==> src/rtl/mem_arb_pkg.sv <==
// Shared types for the memory-port arbiter: FSM states, port owners, word geometry.
package mem_arb_pkg;

  localparam int WORD_BYTES = 4;

  typedef enum logic [1:0] {
    ARB_IDLE,
    ARB_ACCESS,
    ARB_RESP
  } arb_state_t;

  typedef enum logic {
    OWN_IF,
    OWN_D
  } arb_owner_t;

  function automatic logic [31:0] word_align(input logic [31:0] addr);
    return addr & ~32'(WORD_BYTES - 1);
  endfunction

endpackage

==> src/rtl/mem_arb_rr.sv <==
// Two-way round-robin picker, purely combinational; one-hot grant {d, if}.
// A lone requester always wins; on contention the port not granted last wins.
module mem_arb_rr
  import mem_arb_pkg::*;
(
  input  logic       if_req_i,
  input  logic       d_req_i,
  input  arb_owner_t last_gnt_i,
  output logic [1:0] gnt_o
);

  always_comb begin
    gnt_o = 2'b00;
    if (if_req_i && d_req_i) begin
      gnt_o = (last_gnt_i == OWN_D) ? 2'b01 : 2'b10;
    end else if (if_req_i) begin
      gnt_o = 2'b01;
    end else if (d_req_i) begin
      gnt_o = 2'b10;
    end
  end

endmodule

==> src/rtl/mem_port_arbiter.sv <==
// Shares one memory port between fetch and load/store; grant at T, rvalid at T+MEM_LATENCY+1.
// One access in flight at a time; requesters hold req until gnt, halted blocks new grants only.
module mem_port_arbiter
  import mem_arb_pkg::*;
#(
  parameter int MEM_LATENCY = 1
) (
  input  logic        clk,
  input  logic        rst_b,
  input  logic        halted,
  input  logic        if_req,
  input  logic [31:0] if_addr,
  output logic        if_gnt,
  output logic        if_rvalid,
  output logic [31:0] if_rdata,
  input  logic        d_req,
  input  logic        d_we,
  input  logic [31:0] d_addr,
  input  logic [31:0] d_wdata,
  output logic        d_gnt,
  output logic        d_rvalid,
  output logic [31:0] d_rdata,
  output logic [31:0] mem_addr,
  output logic [7:0]  mem_data_in  [0:WORD_BYTES-1],
  input  logic [7:0]  mem_data_out [0:WORD_BYTES-1],
  output logic        mem_write_en
);

  localparam int CNT_W = $clog2(MEM_LATENCY + 1);

  arb_state_t       state_q, state_d;
  arb_owner_t       owner_q, last_gnt_q;
  logic [CNT_W-1:0] cnt_q;
  logic [31:0]      addr_q, wdata_q, if_rdata_q, d_rdata_q, rd_word;
  logic             we_q, mem_we_q, if_rvalid_q, d_rvalid_q;
  logic [1:0]       pick;
  logic             last_cycle;

  mem_arb_rr u_rr (
    .if_req_i   (if_req),
    .d_req_i    (d_req),
    .last_gnt_i (last_gnt_q),
    .gnt_o      (pick)
  );

  assign last_cycle = (cnt_q == CNT_W'(1));

  always_ff @(posedge clk) begin
    if (!rst_b) begin
      state_q <= ARB_IDLE;
    end else begin
      state_q <= state_d;
    end
  end

  always_comb begin
    state_d = state_q;
    case (state_q)
      ARB_IDLE:   if (if_gnt || d_gnt) state_d = ARB_ACCESS;
      ARB_ACCESS: if (last_cycle) state_d = ARB_RESP;
      ARB_RESP:   state_d = ARB_IDLE;
      default:    state_d = ARB_IDLE;
    endcase
  end

  always_comb begin
    if_gnt = 1'b0;
    d_gnt  = 1'b0;
    if (state_q == ARB_IDLE && !halted) begin
      if_gnt = pick[0];
      d_gnt  = pick[1];
    end
  end

  // Memory bytes are little-endian: byte [i] lands in bits [8i+7:8i].
  always_comb begin
    rd_word = '0;
    for (int i = 0; i < WORD_BYTES; i++) begin
      rd_word[8*i +: 8] = mem_data_out[i];
      mem_data_in[i]    = wdata_q[8*i +: 8];
    end
  end

  always_ff @(posedge clk) begin
    if (!rst_b) begin
      owner_q     <= OWN_IF;
      last_gnt_q  <= OWN_D;
      cnt_q       <= '0;
      addr_q      <= '0;
      wdata_q     <= '0;
      we_q        <= 1'b0;
      mem_we_q    <= 1'b0;
      if_rdata_q  <= '0;
      d_rdata_q   <= '0;
      if_rvalid_q <= 1'b0;
      d_rvalid_q  <= 1'b0;
    end else begin
      if_rvalid_q <= 1'b0;
      d_rvalid_q  <= 1'b0;
      mem_we_q    <= 1'b0;
      case (state_q)
        ARB_IDLE: begin
          if (if_gnt || d_gnt) begin
            owner_q  <= d_gnt ? OWN_D : OWN_IF;
            addr_q   <= word_align(d_gnt ? d_addr : if_addr);
            we_q     <= d_gnt && d_we;
            mem_we_q <= d_gnt && d_we;
            cnt_q    <= CNT_W'(MEM_LATENCY);
            if (d_gnt) wdata_q <= d_wdata;
          end
        end
        ARB_ACCESS: begin
          cnt_q <= cnt_q - CNT_W'(1);
          if (last_cycle) begin
            if (owner_q == OWN_IF) begin
              if_rdata_q  <= rd_word;
              if_rvalid_q <= 1'b1;
            end else begin
              d_rdata_q  <= we_q ? 32'h0 : rd_word;
              d_rvalid_q <= 1'b1;
            end
          end
        end
        ARB_RESP: last_gnt_q <= owner_q;
        default: ;
      endcase
    end
  end

  assign mem_addr     = addr_q;
  assign mem_write_en = mem_we_q;
  assign if_rdata     = if_rdata_q;
  assign if_rvalid    = if_rvalid_q;
  assign d_rdata      = d_rdata_q;
  assign d_rvalid     = d_rvalid_q;

endmodule

==> config.mk <==
export PLATFORM = sky130hd
export DESIGN_NAME = mem_port_arbiter
export DESIGN_NICKNAME = d
export VERILOG_FILES = /design/src/rtl/mem_arb_pkg.sv /design/src/rtl/mem_arb_rr.sv /design/src/rtl/mem_port_arbiter.sv
export SDC_FILE = /design/constraint.sdc
export NUM_CORES = 1
export LEC_CHECK = 0
export BUFFER_PORTS_ARGS = -buffer_cell sky130_fd_sc_hd__buf_2
export CORE_MARGIN = 2
export CORE_UTILIZATION = 51
export CTS_BUF_LIST = sky130_fd_sc_hd__clkbuf_2 sky130_fd_sc_hd__clkbuf_4 sky130_fd_sc_hd__clkbuf_8
export CTS_CLUSTER_DIAMETER = 80
export DETAILED_ROUTE_END_ITERATION = 6
export PLACE_DENSITY = 0.88
export REMOVE_ABC_BUFFERS = 1
export SYNTH_ARGS = -nofsm -noshare
export SYNTH_HDL_FRONTEND = slang
export SYNTH_SLANG_ARGS = --single-unit
==> constraint.sdc <==
create_clock -name clk -period 3.4 [get_ports clk]
set_input_delay 0.17 -clock clk [delete_from_list [all_inputs] [get_ports clk]]
set_output_delay 0.17 -clock clk [all_outputs]
set_load 0.03 [all_outputs]
; ---- Word-level counts from Yosys, hierarchy flattened
; Cells that the tools add are included.
[word_totals]
mem_bits_ro = 0
elab_cells = 49
latchBits = 0
mem_bits_rw = 0
register_bits = 135
in_bits = 134
memories = 0
[classes]
n_eq_ne = 4
bitwise = 1
mul = 0
addsub = 1
n_shift = 0
div = 0
muxes = 16
magnitude_cmp = 0
reduce_logical = 15
[op_table]
columns = cell, n
row1 = 2-to-1 mux 32 bit, 2
row2 = AND reduction 3 bit, 5
row3 = 2-to-1 mux 2 bit, 6
row4 = 2-to-1 mux 1 bit, 6
row5 = AND reduction 2 bit, 3
row6 = case mux 2 bit (2 select lines), 1
row7 = logical AND 1 bit, 3
row8 = == test 2 x 1 -> 1 bit (second input constant), 1
row9 = == test 2 bit (second input constant), 1
row10 = zero test 2 bit, 1
row11 = inequality test 2 x 1 -> 1 bit (second input constant), 1
row12 = inequality test 2 bit (second input constant), 1
row13 = case mux 1 bit (2 select lines), 1
row14 = nonzero test 2 bit, 1
row15 = zero test 1 bit, 1
row16 = logical OR 1 bit, 1
row17 = NOT 1 bit, 1
row18 = subtractor 1 bit (second input constant), 1

; ---- Longest topological paths before layout
; Gate-level depths: netlist of the first run.
[depth]
word_depth = 7
ltp_mapped = 5

; ---- Cells and area by module
; A second synthesis of the first run with hierarchy kept.
[unflattened]
cells_unflattened = 612
area_unflattened_um2 = 5393.9
[modules_own_cells]
columns = module, n_inst, seq_area_each_um2, cells_per_inst, area_per_inst_um2
row1 = mem_port_arbiter, 1, 2702.6, 609, 5375.2
row2 = mem_arb_rr, 1, 0.0, 3, 18.8

; ---- Least setup slack after synthesis of the first run
; No wires, ideal clock.
[synth_path]
path_type = reg2out
startpoint = register state_q[0]
endpoint = output if_gnt
arrival_ns = 1.433
stages_incl_launch_ff = 5
slack_ns = 1.797
required_time_ns = 3.230
path_cell_list = dfxtp_1 > or3_4 > buf_6 > buf_6 > nor2_1
[synth_via]
elab_chain_cells = 3
[synth_rtl]
columns = item, line
row1 = from (decl), mem_port_arbiter.sv:31  ; arb_state_t state_q, state_d;
row2 = from (signal assigned), mem_port_arbiter.sv:52  ; state_q <= state_d;
row3 = zero test 2 bit, mem_port_arbiter.sv:69  ; if (state_q == ARB_IDLE && !halted) begin
row4 = logical AND 1 bit, mem_port_arbiter.sv:69
row5 = 2-to-1 mux 1 bit, mem_port_arbiter.sv:69
row6 = to (decl), mem_port_arbiter.sv:13  ; output logic if_gnt,
; Every way passes these cells.

; ---- Final worst setup path of the first run
[layout_path]
startpoint = register state_q[0]
endpoint = register d_rdata_q[31], in the netlist d_rdata[31]
[layout_via]
elab_chain_cells = 2
[layout_rtl]
columns = item, line
row1 = == test 2 x 1 -> 1 bit, mem_port_arbiter.sv:101  ; case (state_q)
row2 = AND reduction 3 bit (no source line), -
row3 = to (signal assigned), mem_port_arbiter.sv:119  ; d_rdata_q <= we_q ? 32'h0 : rd_word;
row4 = to (decl), mem_port_arbiter.sv:34  ; logic [31:0] addr_q, wdata_q, if_rdata_q, d_rdata_q, rd_word;
; Every way passes these cells.
; A chain may end at the register's enable or synchronous reset.

==> results of run 1 <==
[final timing paths]
check	start	end	slack (ns)	cells after the start
hold / removal	mem_data_out[23]	if_rdata[15]	0.005	3
setup / recovery	state_q[0]	d_rdata[31]	1.16	4
setup reg to reg	state_q[0]	d_rdata[31]	1.16	4
hold reg to reg	d_rdata[24]	d_rdata[24]	0.45	2
[logic make-up after synthesis]
family | Yosys count | share of synthesized area, %
compound gates | 228 | 23.5
buf+inv | 74 | 6.58
flops | 135 | 50.0
mux | 1 | 0.185
other cells | 1 | 0.0694
simple gates | 210 | 19.6
[cell usage in the layout, fill, tap and decap left out, types with 2 or more instances in the layout]
cell type      instances
buf_2                260
dfxtp_1              135
a21oi_1              128
nand2_1               98
o21ai_0               65
nand3_1               63
dlygate4sd3_1         62
nand3b_1              32
a311oi_1              30
clkbuf_8              17
buf_4                  5
bufinv_16              4
nor2_1                 3
clkinv_4               3
clkbuf_4               3
inv_6                  3
buf_12                 3
inv_1                  2
nor2b_1                2
a211oi_1               2
conb_1                 2
[stage by stage]
step	instance area [sq um]	power, mW
after floorplan	5060	2.04
after global placement	6650	2.26
after detailed placement	6650	2.26
after CTS	7680	3.78
after global routing	7720	3.94
final	7720	3.81
[registers in the layout (all words and copies together) (netlist names)]
register      count
if_rdata         32
mem_addr         30
mem_write_en      1
we_q              1
last_gnt_q        1
state_q           2
cnt_q             1
d_rvalid          1
wdata_q          32
if_rvalid         1
d_rdata          32
owner_q           1
[power by group]
group	leakage (nW)	internal, mW	switching, mW
registers	1.10	1.65	0.0422
logic	1.97	0.226	0.401
clock network	0.225	0.840	0.657
[worst max-delay path, cell delays in order (launching register included)]
cell,delay [ns]
dfxtp_1,0.49
nand4b_1,0.94
buf_4,0.53
nand2_1,0.09
a21oi_1,0.05
[layer usage]
metal,part of all wire (%),track usage [%]
met3,9.8,7.96
met2,50,58.6
met1,36,35.5
met5,0,0
met4,4.0,13.5
[area by class of cell]
| class | instances | area, sq um |
|---|---|---|
| sequential | 135 | 2700 |
| fill | 706 | 2610 |
| multi-input combinational | 441 | 2360 |
| timing repair buffer | 330 | 2020 |
| clock buffer | 20 | 256 |
| clock inverter | 12 | 191 |
| tap | 136 | 170 |
| inverter | 3 | 13.8 |
[what timing repair did]
| action | in CTS | in global routing |
|---|---|---|
| endpoints found under the hold margin | 61 | 4 |
| hold buffers | 58 | 4 |
| endpoints found under the setup margin | 0 | 0 |
==> impl_metrics.json, run 1 <==
{
  "status": "complete, no violations",
  "synthTopCellsByCount": "dfxtp_1 (135), a21oi_1 (128), nand2_1 (98), o21ai_0 (65), nand3_1 (63)",
  "pre_cts_ws_ns": 1.20,
  "grt_max_degree": 73,
  "antenna_left": 0,
  "yosys.area.top_type": "dfxtp_1",
  "first_iter_violations": 718,
  "area_growth_pct": 42.9,
  "firstDrtPassIters": 6,
  "final_cells": 1077,
  "place.gp.congestion": 0.749,
  "hold_ws_ns": 0.00452,
  "grt_usage_pct": 32.2,
  "fin_nets": 1062,
  "tns_ns": 0,
  "syn_area_per_cell_sq_um": 8.32,
  "cts_sinks": 135,
  "post-dp-hpwl_microns": 10600,
  "core_sq_um": 10300,
  "synth_seq_cells": 135,
  "wire_per_inst_microns": 18.2,
  "cts_buffers": 17,
  "n_antenna_cell": 0,
  "h-tree-depth": 4,
  "start_util_pct": 52.3,
  "drt-total-wl_microns": 19600,
  "antenna_found_initial": 0,
  "maxSlewViolCount": 0,
  "synth_top_area_share_pct": 50.0,
  "setup_ws_ns": 1.16,
  "worst-slew-pin-transition_ns": 1.16,
  "clkTransAtPathRegs_ns": 0.07,
  "grt_pass1_wl_microns": 29200,
  "cts-resized-gates": 0,
  "grt_pass1_vias": 5942,
  "grt_setup_unrepaired": "false",
  "crit_required_ns": 3.68,
  "synth_cell_types": 34,
  "finalHoldViolCount": 0,
  "drive_gt1_share_pct": 32.8,
  "syn_inst": 649,
  "yosysSeqAreaShare_pct": 50.0,
  "arrival_ns": 2.52,
  "cp-start-kind": "register",
  "finalCritPeriodShare_pct": 65.8,
  "leakagePower_nw": 3.29,
  "synth_flop_cell": "dfxtp_1",
  "dp_cells": 983,
  "skew_ns": 0.0226,
  "cts_root_buf": "clkbuf_8",
  "finish.utilization_pct": 74.8,
  "fp.dieArea_sq_um": 11400,
  "maxCapViolations": 0,
  "num_rows": 37,
  "fin_crit_ns": 2.24,
  "ir_worst_vdd_mv": 0.362,
  "cp-end-kind": "register",
  "clkLatencyLatePin_ns": 0.44,
  "synthTopCellsByArea": "dfxtp_1 (50%), a21oi_1 (12%), nand2_1 (6.8%), o21ai_0 (6.0%), nand3_1 (5.8%)",
  "clockBufferDepth": 2,
  "drc": 0,
  "portBuffers": 260,
  "power.density_nw_per_um2": 494,
  "ios": 267,
  "hold_path_class": "in2reg",
  "ys_warn_count": 0,
  "fmax_mhz": 447,
  "viasPerCell": 5.86,
  "setup_violations": 0,
  "syn_area_sq_um": 5400,
  "vias": 6310,
  "die_w_microns": 107,
  "overflow": 0,
  "async_reset_ff_share_pct": 0,
  "die_h_microns": 107,
  "cts_tree": "yes",
  "path_max_fanout": 24,
  "post_cts_buffers": 0,
  "max_slew_margin_pct": 22.5,
  "yosysMostFrequentCell": "dfxtp_1",
  "synth_edf_count": 0,
  "critPathKind": "reg2reg"
}
(Power assumes the default switching activity.)
==> run 2: changes to the inputs <==
--- a/config.mk
+++ b/config.mk
@@ -5,13 +5,14 @@
 export SDC_FILE = /design/constraint.sdc
 export NUM_CORES = 1
 export LEC_CHECK = 0
+export ABC_AREA = 1
 export BUFFER_PORTS_ARGS = -buffer_cell sky130_fd_sc_hd__buf_2
 export CORE_MARGIN = 2
-export CORE_UTILIZATION = 51
+export CORE_UTILIZATION = 47
 export CTS_BUF_LIST = sky130_fd_sc_hd__clkbuf_2 sky130_fd_sc_hd__clkbuf_4 sky130_fd_sc_hd__clkbuf_8
 export CTS_CLUSTER_DIAMETER = 80
 export DETAILED_ROUTE_END_ITERATION = 6
-export PLACE_DENSITY = 0.88
+export PLACE_DENSITY = 0.82
 export REMOVE_ABC_BUFFERS = 1
 export SYNTH_ARGS = -nofsm -noshare
 export SYNTH_HDL_FRONTEND = slang
==> constraint.sdc (replaced) <==
create_clock -name clk -period 2.25 [get_ports clk]
set_input_delay 0.1125 -clock clk [delete_from_list [all_inputs] [get_ports clk]]
set_output_delay 0.1125 -clock clk [all_outputs]
set_load 0.03 [all_outputs]
==> impl_metrics.json, run 2 <==
{
  "status": "complete, no violations",
  "worst-slew-pin-transition_ns": 0.584,
  "clkLatencyLatePin_ns": 0.44,
  "internal-power_mw": 3.95,
  "max_slew_margin_pct": 61.0,
  "async_reset_ff_share_pct": 0,
  "synth_seq_cells": 135,
  "total_power_mw": 5.68,
  "core_sq_um": 11300,
  "power.density_nw_per_um2": 694,
  "crit_required_ns": 2.62,
  "yosys.area.top_type": "dfxtp_1",
  "finish.utilization_pct": 72.3,
  "maxSlewViolCount": 0,
  "syn_area_sq_um": 5390,
  "portBuffers": 260,
  "finalCritPeriodShare_pct": 90.8,
  "grt_pass1_wl_microns": 28400,
  "setup_violations": 0,
  "fill_cells": 857,
  "ios": 267,
  "cp_cell_sequence": "inv_2, nand2_1, nor2_4, buf_6, nand3_1, nand2_1, nor2_1, dlygate4sd3_1, nor2_1",
  "busiest_layer": "met2",
  "die_h_microns": 111,
  "grtUsageMet2_pct": 51.9,
  "leakagePower_nw": 3.95,
  "clkTransAtPathRegs_ns": 0.07,
  "use_met1_pct": 29.2,
  "syn_inst": 732,
  "final_cell_mix": "buf_2 (260), nor2_1 (195), dfxtp_1 (135)",
  "cts_root_buf": "clkbuf_8",
  "first_iter_violations": 597,
  "grt_usage_pct": 28.3,
  "finalHoldViolCount": 0,
  "start_util_pct": 47.6,
  "drt-total-wl_microns": 17900,
  "cts_tree": "yes",
  "viasPerCell": 5.04,
  "crit_slowest_cell": "dlygate4sd3_1",
  "ys_warn_count": 0,
  "synth_top_area_share_pct": 50.2,
  "syn_area_per_cell_sq_um": 7.36,
  "overflow": 0,
  "final_cells": 1238,
  "synthTopCellsByCount": "nor2_1 (195), dfxtp_1 (135), o21ai_0 (94), nand2_1 (69), nand3_1 (66)",
  "n_antenna_cell": 0,
  "clkPwrFrac_pct": 33.1,
  "cp-start-kind": "register",
  "combPwrFrac_pct": 21.2,
  "grt_util_met3_pct": 7.00,
  "synth_cell_types": 22,
  "yosysSeqAreaShare_pct": 50.2,
  "vias": 6241,
  "pre_cts_ws_ns": 0.517,
  "cts_sinks": 135,
  "drive_gt1_share_pct": 28.8,
  "wire_per_inst_microns": 14.4,
  "dp_cells": 1093,
  "num_rows": 39,
  "synth_flop_cell": "dfxtp_1",
  "die_w_microns": 111,
  "cts_buffers": 17,
  "antenna_found_initial": 0,
  "crit_buf_inv": 3,
  "mostFrequentLayoutCell": "buf_2",
  "clockBufferDepth": 2,
  "tns_ns": 0,
  "setup_ws_ns": 0.208,
  "synth_edf_count": 0,
  "drc": 0,
  "arrival_ns": 2.41,
  "hold_path_class": "in2reg",
  "ir_worst_vdd_mv": 0.464,
  "area_growth_pct": 52.0,
  "firstDrtPassIters": 5,
  "place.gp.congestion": 0.795,
  "slowest_delay_ns": 0.57,
  "cp-end-kind": "register",
  "h-tree-depth": 4,
  "grt_pass1_vias": 5992,
  "path_max_fanout": 61,
  "p_sw_share_pct": 30.5,
  "critPathTopFamily": "buffers and inverters",
  "maxCapViolations": 0,
  "grt_max_degree": 70,
  "antenna_left": 0,
  "skew_ns": 0.00902,
  "power.share.sequential_pct": 45.7,
  "fin_crit_ns": 2.04,
  "synthTopCellsByArea": "dfxtp_1 (50%), nor2_1 (14%), o21ai_0 (8.7%), nand3_1 (6.1%), a21oi_1 (5.9%)",
  "fp.dieArea_sq_um": 12300,
  "post-dp-hpwl_microns": 9660,
  "critPathKind": "reg2reg",
  "yosysMostFrequentCell": "nor2_1",
  "switching_power_mw": 1.73,
  "fin_nets": 1217,
  "grt_setup_unrepaired": "false",
  "fmax_mhz": 490
}
run 2: cell types whose count changed in the layout (fill, tap and decap cells not counted), sizes merged, moves of 27 or more:
| cell | before | now |
|---|---|---|
| nand2 | 98 | 71 |
| nor2 | 4 | 198 |
| o21ai | 65 | 98 |
| a21oi | 128 | 64 |
| a311oi | 30 | 0 |
| nand3b | 32 | 0 |
| dlygate4sd3 | 62 | 114 |
| inv | 7 | 43 |
run 2: per-stage QoR:
stage	hold WS, ns	area (sq um)
after global placement	0.363	6660
final	0.0350	8190
after detailed placement	0.368	6660
after global routing	0.0255	8190
after floorplan	0.215	5080
after CTS	0.00137	8170
run 2: final timing paths:
check,start,to,slack (ns),cells after the start
min reg2reg,d_rdata[1],d_rdata[1],0.46,2
max reg2reg,state_q[1],mem_addr[4],0.21,9
max,state_q[1],mem_addr[4],0.21,9
min,if_addr[6],mem_addr[6],0.04,5
run 2: final cells by class:
cell class / count / area (sq um) / area share, %
clock buffer: 20 / 275 / 3.36
clock inverter: 11 / 98.8 / 1.21
inverter: 42 / 160 / 1.96
multi-input combinational: 501 / 2220 / 27.1
sequential: 135 / 2700 / 33.0
tap: 143 / 179 / 2.18
timing repair buffer: 386 / 2550 / 31.2
run 2: logic make-up after synthesis:
family | share of synthesized area [%]
AND/OR/NAND/NOR | 25.6
AO/OA/AOI/OAI | 15.4
buffers and inverters | 8.76
other | 0.0696
flip-flops | 50.2
run 2: layer usage:
layer  up-vias  wire, microns
met3        65           1190
met2       299           9300
li1       3054              -
met4         0            792
met1      2823           6580
met5         -              0
run 2: repair_timing:
item / 4_1_cts / 5_1_grt
endpoints found under the hold margin: 127 / 0
buffers inserted: 0 / 0
endpoints found under the setup margin: 0 / 12
hold buffers: 114 / 0
resized for setup: 0 / 5
run 2: power groups by stage:
| stage | logic (mW) | clock network, mW | registers [mW] |
|---|---|---|---|
| floorplan | 0.353 | 0 | 2.90 |
| global placement | 0.983 | 0 | 2.64 |
| detailed placement | 0.992 | 0 | 2.64 |
| CTS | 1.16 | 1.93 | 2.59 |
| global route | 1.30 | 2.03 | 2.61 |
| finish | 1.21 | 1.88 | 2.60 |
run 2: worst register-to-register path, stage by stage (launching register included):
cell and delay [ns]:
dfxtp_1 0.34, inv_2 0.07, nand2_1 0.08, nor2_4 0.12
buf_6 0.38, nand3_1 0.17, nand2_1 0.11, nor2_1 0.04
dlygate4sd3_1 0.57, nor2_1 0.10
